**src/rtl/seg_scan_decoder.sv**
```systemverilog
// -----------------------------------------------------------------------------
// seg_scan_decoder
//
// Passive read-back of a multiplexed, active-low seven-segment display. The
// anode and segment pins are sampled every cycle; once a single-digit pattern
// has been seen unchanged for STABLE_CYCLES consecutive samples it is decoded
// back into a hex nibble plus decimal point and stored in that digit's slot.
//
// Ports
//   input_clock  system clock, all logic on the rising edge
//   reset_n      synchronous active-low reset (dominates clear)
//   seg[7:0]     segment lines, active-low; bit0=a .. bit6=g, bit7=dp
//   anode[3:0]   digit enables, active-low; anode[i]=0 selects digit i
//   clear        clears valid/blank/err/multi_err and the frame mask
//   digits[15:0] decoded nibbles, digit i at [4i+3:4i]
//   dp[3:0]      decoded decimal point per digit (1 = lit)
//   valid[3:0]   digit i holds a legal hex decode
//   blank[3:0]   digit i was captured with segments a-g all off
//   err[3:0]     sticky, digit i was captured with a non-hex pattern
//   multi_err    sticky, two or more anodes were seen low together
//   frame_done   one-cycle pulse once all four digits have been captured
// -----------------------------------------------------------------------------
module seg_scan_decoder #(
    parameter int unsigned STABLE_CYCLES = 4
) (
    input  logic        input_clock,
    input  logic        reset_n,
    input  logic [7:0]  seg,
    input  logic [3:0]  anode,
    input  logic        clear,
    output logic [15:0] digits,
    output logic [3:0]  dp,
    output logic [3:0]  valid,
    output logic [3:0]  blank,
    output logic [3:0]  err,
    output logic        multi_err,
    output logic        frame_done
);

    typedef enum logic [1:0] {
        IDLE     = 2'd0,
        TRACK    = 2'd1,
        CAPTURED = 2'd2
    } state_t;

    // The counter holds "samples seen equal minus one", so a capture fires
    // when the sample has been identical STABLE_CYCLES times in a row.
    localparam logic [7:0] CAP_CNT = 8'(STABLE_CYCLES - 1);

    // Returns {legal, nibble} for an active-high gfedcba pattern.
    function automatic logic [4:0] hex_decode(input logic [6:0] p);
        case (p)
            7'h3F:   return {1'b1, 4'h0};
            7'h06:   return {1'b1, 4'h1};
            7'h5B:   return {1'b1, 4'h2};
            7'h4F:   return {1'b1, 4'h3};
            7'h66:   return {1'b1, 4'h4};
            7'h6D:   return {1'b1, 4'h5};
            7'h7D:   return {1'b1, 4'h6};
            7'h07:   return {1'b1, 4'h7};
            7'h7F:   return {1'b1, 4'h8};
            7'h6F:   return {1'b1, 4'h9};
            7'h77:   return {1'b1, 4'hA};
            7'h7C:   return {1'b1, 4'hB};
            7'h39:   return {1'b1, 4'hC};
            7'h5E:   return {1'b1, 4'hD};
            7'h79:   return {1'b1, 4'hE};
            7'h71:   return {1'b1, 4'hF};
            default: return 5'b0_0000;
        endcase
    endfunction

    function automatic logic [2:0] count_zeros(input logic [3:0] a);
        return {2'b00, ~a[0]} + {2'b00, ~a[1]} + {2'b00, ~a[2]} + {2'b00, ~a[3]};
    endfunction

    // Only meaningful when exactly one bit is low.
    function automatic logic [1:0] low_index(input logic [3:0] a);
        if (!a[0]) return 2'd0;
        if (!a[1]) return 2'd1;
        if (!a[2]) return 2'd2;
        return 2'd3;
    endfunction

    state_t      state_q, state_d;
    logic [11:0] samp_q, samp_d;
    logic [7:0]  cnt_q, cnt_d;
    logic [15:0] digits_q, digits_d;
    logic [3:0]  dp_q, dp_d;
    logic [3:0]  valid_q, valid_d;
    logic [3:0]  blank_q, blank_d;
    logic [3:0]  err_q, err_d;
    logic [3:0]  mask_q, mask_d;
    logic        multi_err_q, multi_err_d;
    logic        frame_done_q, frame_done_d;

    logic [3:0]  anode_s;
    logic [7:0]  seg_s;
    logic [2:0]  zeros;
    logic        one_hot;
    logic        capture;
    logic [1:0]  idx;
    logic [4:0]  dec;

    always_comb begin
        samp_d = {anode, seg};
        if (samp_d != samp_q) begin
            cnt_d = 8'd0;
        end else if (cnt_q == 8'hFF) begin
            cnt_d = cnt_q;
        end else begin
            cnt_d = cnt_q + 8'd1;
        end

        anode_s = samp_q[11:8];
        seg_s   = samp_q[7:0];
        zeros   = count_zeros(anode_s);
        one_hot = (zeros == 3'd1);
        idx     = low_index(anode_s);
        dec     = hex_decode(~seg_s[6:0]);

        state_d = state_q;
        capture = 1'b0;
        unique case (state_q)
            IDLE: begin
                if (one_hot) state_d = TRACK;
            end
            TRACK: begin
                if (!one_hot) begin
                    state_d = IDLE;
                end else if (cnt_q == CAP_CNT) begin
                    capture = 1'b1;
                    state_d = CAPTURED;
                end
            end
            CAPTURED: begin
                // A zero count means the sample just changed.
                if (cnt_q == 8'd0) state_d = one_hot ? TRACK : IDLE;
            end
            default: state_d = IDLE;
        endcase

        // A full mask is reported one cycle later and restarts from empty on
        // that edge; a capture landing on the same edge is merged in below.
        frame_done_d = (mask_q == 4'hF);
        mask_d       = (clear || frame_done_d) ? 4'h0 : mask_q;
        valid_d      = clear ? 4'h0 : valid_q;
        blank_d      = clear ? 4'h0 : blank_q;
        err_d        = clear ? 4'h0 : err_q;
        multi_err_d  = (clear ? 1'b0 : multi_err_q) | (zeros >= 3'd2);
        digits_d     = digits_q;
        dp_d         = dp_q;

        // Capture writes come after clear so they win for their digit.
        if (capture) begin
            dp_d[idx]   = ~seg_s[7];
            mask_d[idx] = 1'b1;
            if (dec[4]) begin
                digits_d[{idx, 2'b00} +: 4] = dec[3:0];
                valid_d[idx] = 1'b1;
                blank_d[idx] = 1'b0;
            end else if (seg_s[6:0] == 7'h7F) begin
                valid_d[idx] = 1'b0;
                blank_d[idx] = 1'b1;
            end else begin
                err_d[idx]   = 1'b1;
                valid_d[idx] = 1'b0;
                blank_d[idx] = 1'b0;
            end
        end
    end

    always_ff @(posedge input_clock) begin
        if (!reset_n) begin
            state_q      <= IDLE;
            samp_q       <= 12'hFFF;
            cnt_q        <= 8'd0;
            digits_q     <= 16'h0000;
            dp_q         <= 4'h0;
            valid_q      <= 4'h0;
            blank_q      <= 4'h0;
            err_q        <= 4'h0;
            mask_q       <= 4'h0;
            multi_err_q  <= 1'b0;
            frame_done_q <= 1'b0;
        end else begin
            state_q      <= state_d;
            samp_q       <= samp_d;
            cnt_q        <= cnt_d;
            digits_q     <= digits_d;
            dp_q         <= dp_d;
            valid_q      <= valid_d;
            blank_q      <= blank_d;
            err_q        <= err_d;
            mask_q       <= mask_d;
            multi_err_q  <= multi_err_d;
            frame_done_q <= frame_done_d;
        end
    end

    assign digits     = digits_q;
    assign dp         = dp_q;
    assign valid      = valid_q;
    assign blank      = blank_q;
    assign err        = err_q;
    assign multi_err  = multi_err_q;
    assign frame_done = frame_done_q;

endmodule

```
**config.mk**
```make
export PLATFORM = sky130hd
export DESIGN_NAME = seg_scan_decoder
export DESIGN_NICKNAME = d
export VERILOG_FILES = /design/src/rtl/seg_scan_decoder.sv
export SDC_FILE = /design/constraint.sdc
export NUM_CORES = 1
export LEC_CHECK = 0
export ABC_AREA = 1
export CAP_MARGIN = 20
export CORE_MARGIN = 3
export CORE_UTILIZATION = 49
export CTS_BUF_LIST = sky130_fd_sc_hd__clkbuf_16
export DETAILED_ROUTE_END_ITERATION = 12
export GPL_TIMING_DRIVEN = 0
export PLACE_DENSITY = 0.74
export SLEW_MARGIN = 40
export SYNTH_ARGS = -nofsm -noshare
export SYNTH_HDL_FRONTEND = slang
export SYNTH_SLANG_ARGS = --single-unit
```
**constraint.sdc**
```tcl
create_clock -name input_clock -period 2.6 [get_ports input_clock]
set_input_delay 0.65 -clock input_clock [delete_from_list [all_inputs] [get_ports input_clock]]
set_output_delay 0.65 -clock input_clock [all_outputs]
set_load 0.05 [all_outputs]
```
# [After elaboration in Yosys (flattened, before gate mapping)]
# Index checks and enable logic that the tools add are counted.
[classes] add_sub_neg=5 multipliers=0 div_mod_pow=0 magnitude_cmp=3 eq_ne=27 n_shift=2 muxes=39 bitwise=15 n_reduce_logical=7
[op_table] op="$eq 7x7->1 const B" count=13
[op_table] op="$pmux 5 s16" count=1
[op_table] op="$mux 4" count=13
[op_table] op="$mux 2" count=10
[op_table] op="$bwmux 16" count=1
[op_table] op="$or 4x4->4" count=4
[op_table] op="$shift 4x6->16 const A" count=1
[op_table] op="$shiftx 4x6->16" count=1
[op_table] op="$eq 7x3->1 const B" count=2
[op_table] op="$eq 7x6->1 const B" count=2
[op_table] op="$ne 12x12->1" count=1
[op_table] op="$mux 1" count=11
[op_table] op="$add 8x1->8 const B" count=1
[op_table] op="$and 4x4->4" count=2
[op_table] op="$eq 8x2->1 const B" count=1
[op_table] op="$eq 8x8->1 const B" count=1
[op_table] op="$logic_not 8->1" count=1
[op_table] op="$not 7->7" count=1
[op_table] op="$neg 4->6" count=1
[op_table] op="$not 1->1" count=6
[op_table] op="$pmux 2 s3" count=1
[op_table] op="$bwmux 4" count=1
[op_table] op="$eq 4x4->1 const B" count=1
[op_table] op="$ne 2x2->1 const B" count=2
[op_table] op="other kinds (19)" count=19
[word_totals] reg_bits=60 latchBits=0 ram_bits=0 mem_bits_ro=0 inputBits=15 output_inout_bits=34 elab_cells=109 n_memories=0

# [Logic depth before layout (Yosys ltp)]
# Gate-level depths: netlist of run 1.
[logic_depth] word_depth=16 depth_mapped=15 mapped_depth_nobuf=15

# [Worst setup path before layout of run 1]
# No wires, ideal clock.
[synth_path] kind="in2reg" start="input samp_q[8]" end="register digits_q[0], in the netlist digits[0]" setup_ns=0.131 arrival_ns=2.329 required_ns=2.469 slack_ns=0.140 path_stages=16 path_buffers=0 cell_sequence="dfxtp_1 -> fa_1 -> inv_1 -> ha_1 -> inv_1 -> ha_1 -> nor3_2 -> nand3_1 -> inv_1 -> nand2_2 -> inv_2 -> nand2_1 -> nor2_2 -> nand2_1 -> nand2_1 -> nor2_1"
[synth_via] elab_chain_len=8 word_cells_on_any_way=13 classes_between="add/sub (4); eq/ne (1); shift (2); mux (4); bitwise (1); reduce/logical (1)"
[synth_rtl] element="start, declared" line_no="86" rtl="logic [11:0] samp_q, samp_d;"
[synth_rtl] element="$not 1->1" line_no="74" rtl="return {2'b00, ~a[0]} + {2'b00, ~a[1]} + {2'b00, ~a[2]} + {2'b00, ~a[3]};"
[synth_rtl] element="$add 1x1->2" line_no="74"
[synth_rtl] element="$add 2x1->3" line_no="74"
[synth_rtl] element="$add 3x1->3" line_no="74"
[synth_rtl] element="$eq 3x1->1" line_no="118" rtl="one_hot = (zeros == 3'd1);"
[synth_rtl] element="$mux 1" line_no="129" rtl="if (!one_hot) begin"
[synth_rtl] element="$mux 1" line_no="124" rtl="unique case (state_q)"
[synth_rtl] element="$reduce_and 2->1 (no line)"
[synth_rtl] element="end signal, assigned" line_no="190" rtl="digits_q <= digits_d;"
[synth_rtl] element="end, declared" line_no="88" rtl="logic [15:0] digits_q, digits_d;"
# Parallel ways exist; a longest one is shown, timed or not.
# A chain may end at the register's enable or synchronous reset.

# [Worst setup path in the final report of run 1]
[layout_path] start="input samp_q[8]" end="register digits_q[7], in the netlist digits[7]"
# Same word-level chain as after synthesis.

==> results of run 1 <==
==> layout make-up <==
cell class / instances / area, um^2 / share of cell area
inverters: 60 / 230 / 0.0557
multi-input cells: 328 / 1770 / 0.427
flip-flops and latches: 60 / 1210 / 0.292
plain buffers: 7 / 26.3 / 0.00636
well taps: 75 / 93.8 / 0.0227
clock inverters: 7 / 83.8 / 0.0203
clock buffers: 9 / 225 / 0.0545
repair buffers: 51 / 503 / 0.122
==> registers in the layout, summed over array words and instances, names as in the netlist <==
signal,flops
digits,16
samp_q,12
cnt_q,8
blank,4
dp,4
err,4
mask_q,4
valid,4
state_q,2
frame_done,1
multi_err,1
==> Yosys cell counts, drive strengths merged <==
| library cell | n |
|---|---|
| nand2 | 128 |
| nor2 | 73 |
| dfxtp | 60 |
| inv | 59 |
| a21oi | 36 |
| nand3 | 32 |
| ha | 13 |
| o21ai | 12 |
| nor3 | 9 |
| clkbuf | 5 |
| or2 | 5 |
| o22ai | 4 |
| nand4 | 3 |
| a221oi | 2 |
| buf | 2 |
| nor3b | 2 |
| xnor2 | 2 |
| xor2 | 2 |
| a211oi | 1 |
| a31oi | 1 |
| clkinv | 1 |
| fa | 1 |
| nor4 | 1 |
| o2111ai | 1 |
==> per-layer routing <==
metal / up-vias / GRT usage / routed length (um) / share of wire
li1: 1566 / - / - / -
met1: 1408 / 0.254 / 3220 / 0.44
met2: 70 / 0.355 / 3730 / 0.50
met3: 11 / 0.0580 / 365 / 0.049
met4: 0 / 0.0751 / 79 / 0.011
met5: - / 0 / 0 / 0
==> kinds of logic after synthesis <==
group                      after synthesis  synth area share
AOI/OAI and AO/OA                       57             0.108
and+or+nand+nor                        253             0.362
adders and majority gates               14            0.0580
buffers and inverters                   67            0.0799
xor gates and xnor gates                 4            0.0111
DFF                                     60             0.381
==> stage by stage <==
step	util	cell area (um^2)	setup TNS [ns]	std cells
after detailed placement	0.615	3730	-0.992	578
after global placement	0.614	3720	-0.795	578
after CTS	0.671	4070	0	595
final	0.682	4130	0	597
after floorplan	-	3150	0	455
after global routing	0.682	4130	-0.147	597
==> worst reg2reg max path: stages (launching register included) <==
cell     delay [ns]
dfxtp_4        0.36
fa_1           0.53
inv_1          0.04
ha_2           0.17
inv_2          0.06
ha_4           0.20
nor3_4         0.18
buf_4          0.14
nand2_2        0.06
nor2_4         0.21
nand2_4        0.11
nor2_4         0.13
nand2_1        0.08
a21oi_2        0.13
==> where the power goes <==
part / leakage [nW] / internal (W) / switching (W)
clock network: 0.155 / 0.000825 / 0.000407
logic: 1.09 / 0.0000797 / 0.000132
registers: 0.487 / 0.000937 / 0.0000188
total: 1.73 / 0.00184 / 0.000557
==> worst max path at each step <==
stage / from / to / slack (ns) / depth (start not counted)
detailed placement: samp_q[8]$_SDFF_PN1_ / blank[1]$_SDFF_PN0_ / -0.11 / 13
finish: samp_q[8]$_SDFF_PN1_ / digits[7]$_SDFFE_PN0P_ / 0.13 / 13
CTS: samp_q[8]$_SDFF_PN1_ / digits[1]$_SDFFE_PN0P_ / 0.03 / 15
global route: samp_q[8]$_SDFF_PN1_ / digits[15]$_SDFFE_PN0P_ / -0.02 / 12
global placement: samp_q[8]$_SDFF_PN1_ / blank[1]$_SDFF_PN0_ / -0.1 / 13
floorplan: samp_q[8]$_SDFF_PN1_ / digits[0]$_SDFFE_PN0P_ / 0.14 / 15
==> timing repair <==
item                       4_1_cts  5_1_grt
gates resized for setup          5       15
setup endpoints to repair       22       30
cloned                           0        0
buffers inserted                 1        2
pin swaps                        2        4
==> impl_metrics.json, run 1 <==
{
  "unrepaired_setup_endpoints_after_global_routing": "true",
  "hold_end": "err[1]$_SDFF_PN0_",
  "grt_pass1_vias": 2870,
  "holdBufCountCts": 0,
  "cpMaxStageDelayCell": "fa_1",
  "rows": 28,
  "fmaxAchievable_ghz": 0.404,
  "critPathMaxStageDelay_ns": 0.53,
  "max_slew.worst_pin.slew_ns": 0.620,
  "outcome": "completed",
  "mostFrequentLayoutCells": "nand2_1 (119), nor2_1 (59), dfxtp_1 (58)",
  "placement.setup.worst_slack_ns": -0.112,
  "routed_wl_um": 7400,
  "route.vias.total": 3055,
  "worst_slack_ns": 0.125,
  "critical-path-top-cell-by-count": "nor2_4",
  "worst-path-buf-inv": 3,
  "final_period_utilization": 0.952,
  "drt_pass1_iterations": 7,
  "grt_pass1_wl_um": 12500,
  "yosys-top-cells-area": "dfxtp_1 (38%), nand2_1 (14%), nor2_1 (7.2%)",
  "clkSlewWorstSetupHoldPaths_ns": 0.05,
  "drv.max_cap_violation_count": 0,
  "timing.critical_path.from_type": "flop",
  "final_layout_size_suffix_gt1_frac": 0.138,
  "worst_path_top_cell_family_by_delay": "adder cells",
  "leading_cell_type_in_the_layout_fill_and_taps_excluded": "nand2_1",
  "yosys.cell_types.count": 34,
  "r2r_endpoint": "digits[7]$_SDFFE_PN0P_",
  "hold_slack_ns": 0.466,
  "gr-total-overflow": 0,
  "hp-start": "err[1]$_SDFF_PN0_",
  "grt_antenna_before_repair": 0,
  "viasPerCell": 5.12,
  "cts_tree": "built",
  "boundaryPins": 49,
  "fin_total_pwr_w": 0.00240,
  "hold_path_class": "flop to flop",
  "detail_route.wl_per_cell_um": 12.4,
  "synth_area_um2": 3150,
  "total_leakage_power_nw": 1.73,
  "p_per_area_nw_per_um2": 580,
  "die_w_um": 86.2,
  "mappedNetlistNets": 484,
  "buffer_ports.inserted": 48,
  "initial_utilization": 0.520,
  "worst-r2r-setup-slack_ns": 0.13,
  "drcViolationCount": 0,
  "num-nets-final": 546,
  "relSlewSlack": 0.583,
  "reg2reg_start": "samp_q[8]$_SDFF_PN1_",
  "seq_area_frac_synth": 0.381,
  "die_height_um": 86.2,
  "cts_buffer_depth": 2,
  "worstHoldPathCells": 2,
  "worstSetupPathType": "flop to flop",
  "core_region_area_um2": 6060,
  "syn2layout_area_growth_pct": 31.3,
  "pin_count_of_the_biggest_net_entering_global_routing": 11,
  "critical_path_at_ns": 2.73,
  "synth.ff_latch_count": 60,
  "irDropWorstVdd_v": 0.000447,
  "drtIter0Drc": 116,
  "clock_latency_ns": 0.33,
  "clock-skew-final_ns": 0.00604,
  "cp_max_fo": 5,
  "fp.dieArea_um2": 7430,
  "fillers": 500,
  "worstPathCellList": "fa_1, inv_1, ha_2, inv_2, ha_4, nor3_4, buf_4, nand2_2, nor2_4, nand2_4, nor2_4, nand2_1, a21oi_2",
  "final_max_tran_viols": 0,
  "synthesis.area_per_instance_um2": 6.92,
  "timing.final.crit_period_ns": 2.47,
  "gate_count_post_synth": 455,
  "synth_top_area_share": 0.381,
  "number_of_endpoints_failing_setup_at_the_final_stage": 0,
  "globalRouteTotalUtil": 0.209,
  "synthesis.yosys.warnings": 0,
  "num_antenna_cells": 0,
  "hpwl_um": 5480,
  "synth_area_leader_cell": "dfxtp_1",
  "ctsRootBufferMaster": "clkbuf_16",
  "cts_made_buffers": 9,
  "end_kind": "flop",
  "number_of_hold_slack_violations_in_the_final_timing_report": 0,
  "drt.antenna.violating_nets": 0,
  "ff2ff_path_depth": 13,
  "cts_sink_cnt": 60,
  "cp_data_required_time_ns": 2.85,
  "finalWeightedCongestion": 0.904,
  "ctsHtreeMaxLevel": 3
}
No activity file was read; power rests on OpenSTA's default activity.
==> run 2, diff against run 1 <==
--- a/config.mk
+++ b/config.mk
@@ -12,7 +12,7 @@
 export CTS_BUF_LIST = sky130_fd_sc_hd__clkbuf_16
 export DETAILED_ROUTE_END_ITERATION = 12
 export GPL_TIMING_DRIVEN = 0
-export PLACE_DENSITY = 0.74
+export PLACE_DENSITY = 0.87
 export SLEW_MARGIN = 40
 export SYNTH_ARGS = -nofsm -noshare
 export SYNTH_HDL_FRONTEND = slang
==> run 2 against run 1 <==
Compared with the run above: via count increased by 0.75%; routed wire length increased by 6.4%; count of clock-buffer cells in the layout unchanged; global-route usage increased by 1.0 points; register-to-register slack got worse by 0.05 ns; non-clock buffer count unchanged.
==> impl_metrics.json, run 2 (synthesis gave the netlist of run 1 again) <==
{
  "worst-r2r-setup-slack_ns": 0.08,
  "switching_share": 0.244,
  "unrepaired_setup_endpoints_after_global_routing": "true",
  "initial_utilization": 0.520,
  "reg2reg_start": "samp_q[8]$_SDFF_PN1_",
  "worstHoldPathCells": 2,
  "die_w_um": 86.2,
  "clock-skew-final_ns": 0.00834,
  "leading_cell_type_in_the_layout_fill_and_taps_excluded": "nand2_1",
  "num_antenna_cells": 0,
  "drtIter0Drc": 220,
  "met2RoutedLength_um": 3880,
  "syn2layout_area_growth_pct": 30.3,
  "critical_path_cell_count": 15,
  "fmaxAchievable_ghz": 0.397,
  "tns_ns": 0,
  "rows": 28,
  "max_slew.worst_pin.slew_ns": 0.588,
  "route.vias.total": 3078,
  "hold_end": "err[0]$_SDFF_PN0_",
  "buffer_ports.inserted": 48,
  "critPathMaxStageDelay_ns": 0.53,
  "pin_count_of_the_biggest_net_entering_global_routing": 11,
  "final_layout_size_suffix_gt1_frac": 0.134,
  "critical_path_at_ns": 2.72,
  "dp.cells": 578,
  "grt_antenna_before_repair": 0,
  "gr-total-overflow": 0,
  "hp-start": "err[0]$_SDFF_PN0_",
  "mostFrequentLayoutCells": "nand2_1 (121), nor2_1 (59), dfxtp_1 (58)",
  "detail_route.wl_per_cell_um": 13.2,
  "viasPerCell": 5.16,
  "power.combinational.fraction": 0.095,
  "clkSlewWorstSetupHoldPaths_ns": 0.05,
  "worst_path_top_cell_family_by_delay": "adder cells",
  "drv.max_cap_violation_count": 0,
  "total_leakage_power_nw": 1.73,
  "irDropWorstVdd_v": 0.000518,
  "ff2ff_path_depth": 15,
  "clock_latency_ns": 0.33,
  "timing.final.crit_period_ns": 2.52,
  "final_period_utilization": 0.969,
  "core_region_area_um2": 6060,
  "die_height_um": 86.2,
  "end_kind": "flop",
  "grt_pass1_vias": 2907,
  "drt_pass1_iterations": 5,
  "cts_sink_cnt": 60,
  "cp_data_required_time_ns": 2.80,
  "hpwl_um": 5580,
  "detailroute.wirelength.met3_um": 411,
  "switching_power_w": 0.000564,
  "cell_internal_pwr_w": 0.00174,
  "number_of_endpoints_failing_setup_at_the_final_stage": 0,
  "r2r_endpoint": "digits[2]$_SDFFE_PN0P_",
  "grt_pass1_wl_um": 12900,
  "cpMaxStageDelayCell": "fa_1",
  "p_clk_frac": 0.491,
  "final_max_tran_viols": 0,
  "globalRouteTotalUtil": 0.219,
  "timing.critical_path.from_type": "flop",
  "final_core_utilization": 0.677,
  "regArea_um2": 1210,
  "multiInputGateArea_um2": 1760,
  "relSlewSlack": 0.605,
  "boundaryPins": 49,
  "p_per_area_nw_per_um2": 563,
  "power.share.sequential": 0.414,
  "drcViolationCount": 0,
  "routed_wl_um": 7870,
  "drt.antenna.violating_nets": 0,
  "worstSetupPathType": "flop to flop",
  "layout.cells.non_filler": 596,
  "holdBufCountCts": 0,
  "worstPathCellList": "fa_1, inv_1, ha_2, inv_2, ha_4, nor3_4, nand3_2, inv_2, nand2_4, inv_2, nand2_1, nor2_4, nand2_1, nand2_1, nor2_1",
  "cts_made_buffers": 9,
  "outcome": "completed",
  "fillers": 461,
  "finalWeightedCongestion": 0.920,
  "num-nets-final": 546,
  "routedLengthMet1_um": 3350,
  "worst-path-buf-inv": 4,
  "cts_buffer_depth": 2,
  "ctsHtreeMaxLevel": 3,
  "number_of_hold_slack_violations_in_the_final_timing_report": 0,
  "hold_path_class": "flop to flop",
  "ctsRootBufferMaster": "clkbuf_16",
  "largest_register_ffs": 16,
  "cp_max_fo": 5,
  "cts_tree": "built",
  "fp.dieArea_um2": 7430,
  "highest_layer": "met4",
  "crit_start": "samp_q[8]$_SDFF_PN1_"
}
## run 2: stage by stage
stage / instance area, um^2 / worst slack [ns] / power (W) / hold slack, ns
finish: 4100 / 0.0801 / 0.00231 / 0.465
global route: 4100 / -0.0349 / 0.00239 / 0.485
CTS: 4040 / -0.00531 / 0.00230 / 0.465
detailed placement: 3730 / -0.187 / 0.00116 / 0.454
global placement: 3720 / -0.0706 / 0.00116 / 0.456
floorplan: 3150 / 0.140 / 0.00110 / 0.443
## run 2: how the worst max path moves through the flow
| stage | endpoint | slack [ns] |
|---|---|---|
| detailed placement | blank[0]$_SDFF_PN0_ | -0.19 |
| global route | dp[2]$_SDFFE_PN0P_ | -0.03 |
| global placement | valid[1]$_SDFF_PN0_ | -0.07 |
| finish | digits[2]$_SDFFE_PN0P_ | 0.08 |
| CTS | valid[1]$_SDFF_PN0_ | -0.005 |
| floorplan | digits[0]$_SDFFE_PN0P_ | 0.14 |
## run 2: worst register-to-register path: stages, from the launching register on
cell and delay (ns):
dfxtp_4 0.36, fa_1 0.53, inv_1 0.04, ha_2 0.18, inv_2 0.07, ha_4 0.21, nor3_4 0.19, nand3_2 0.12
inv_2 0.08, nand2_4 0.08, inv_2 0.08, nand2_1 0.11, nor2_4 0.14, nand2_1 0.07, nand2_1 0.08, nor2_1 0.04
## run 2: area by class of cell
type,instances,area share
Multi-Input combinational cell,328,0.429
Timing Repair Buffer,51,0.123
Inverter,60,0.0561
Buffer,7,0.00640
Clock buffer,9,0.0549
Tap cell,75,0.0229
Sequential cell,60,0.294
Clock inverter,6,0.0140
## run 2: routing by layer
layer / global-route usage / vias to the layer above
met3: 0.0437 / 20
met1: 0.262 / 1398
met4: 0.127 / 0
li1: - / 1571
met2: 0.367 / 89
met5: 0 / -
## run 2: power groups by stage
stage               clock [W]  combinational, W  sequential, W
floorplan                   0          0.000123       0.000976
global placement            0          0.000182       0.000973
detailed placement          0          0.000190       0.000974
CTS                   0.00115          0.000201       0.000956
global route          0.00119          0.000241       0.000958
finish                0.00113          0.000219       0.000957
## run 2: repair_timing
action                     4_1_cts  5_1_grt
pin swaps                        2        5
setup buffers                    2        1
setup endpoints to repair       24       31
hold endpoints to repair         0        0
gates resized for setup          3       15
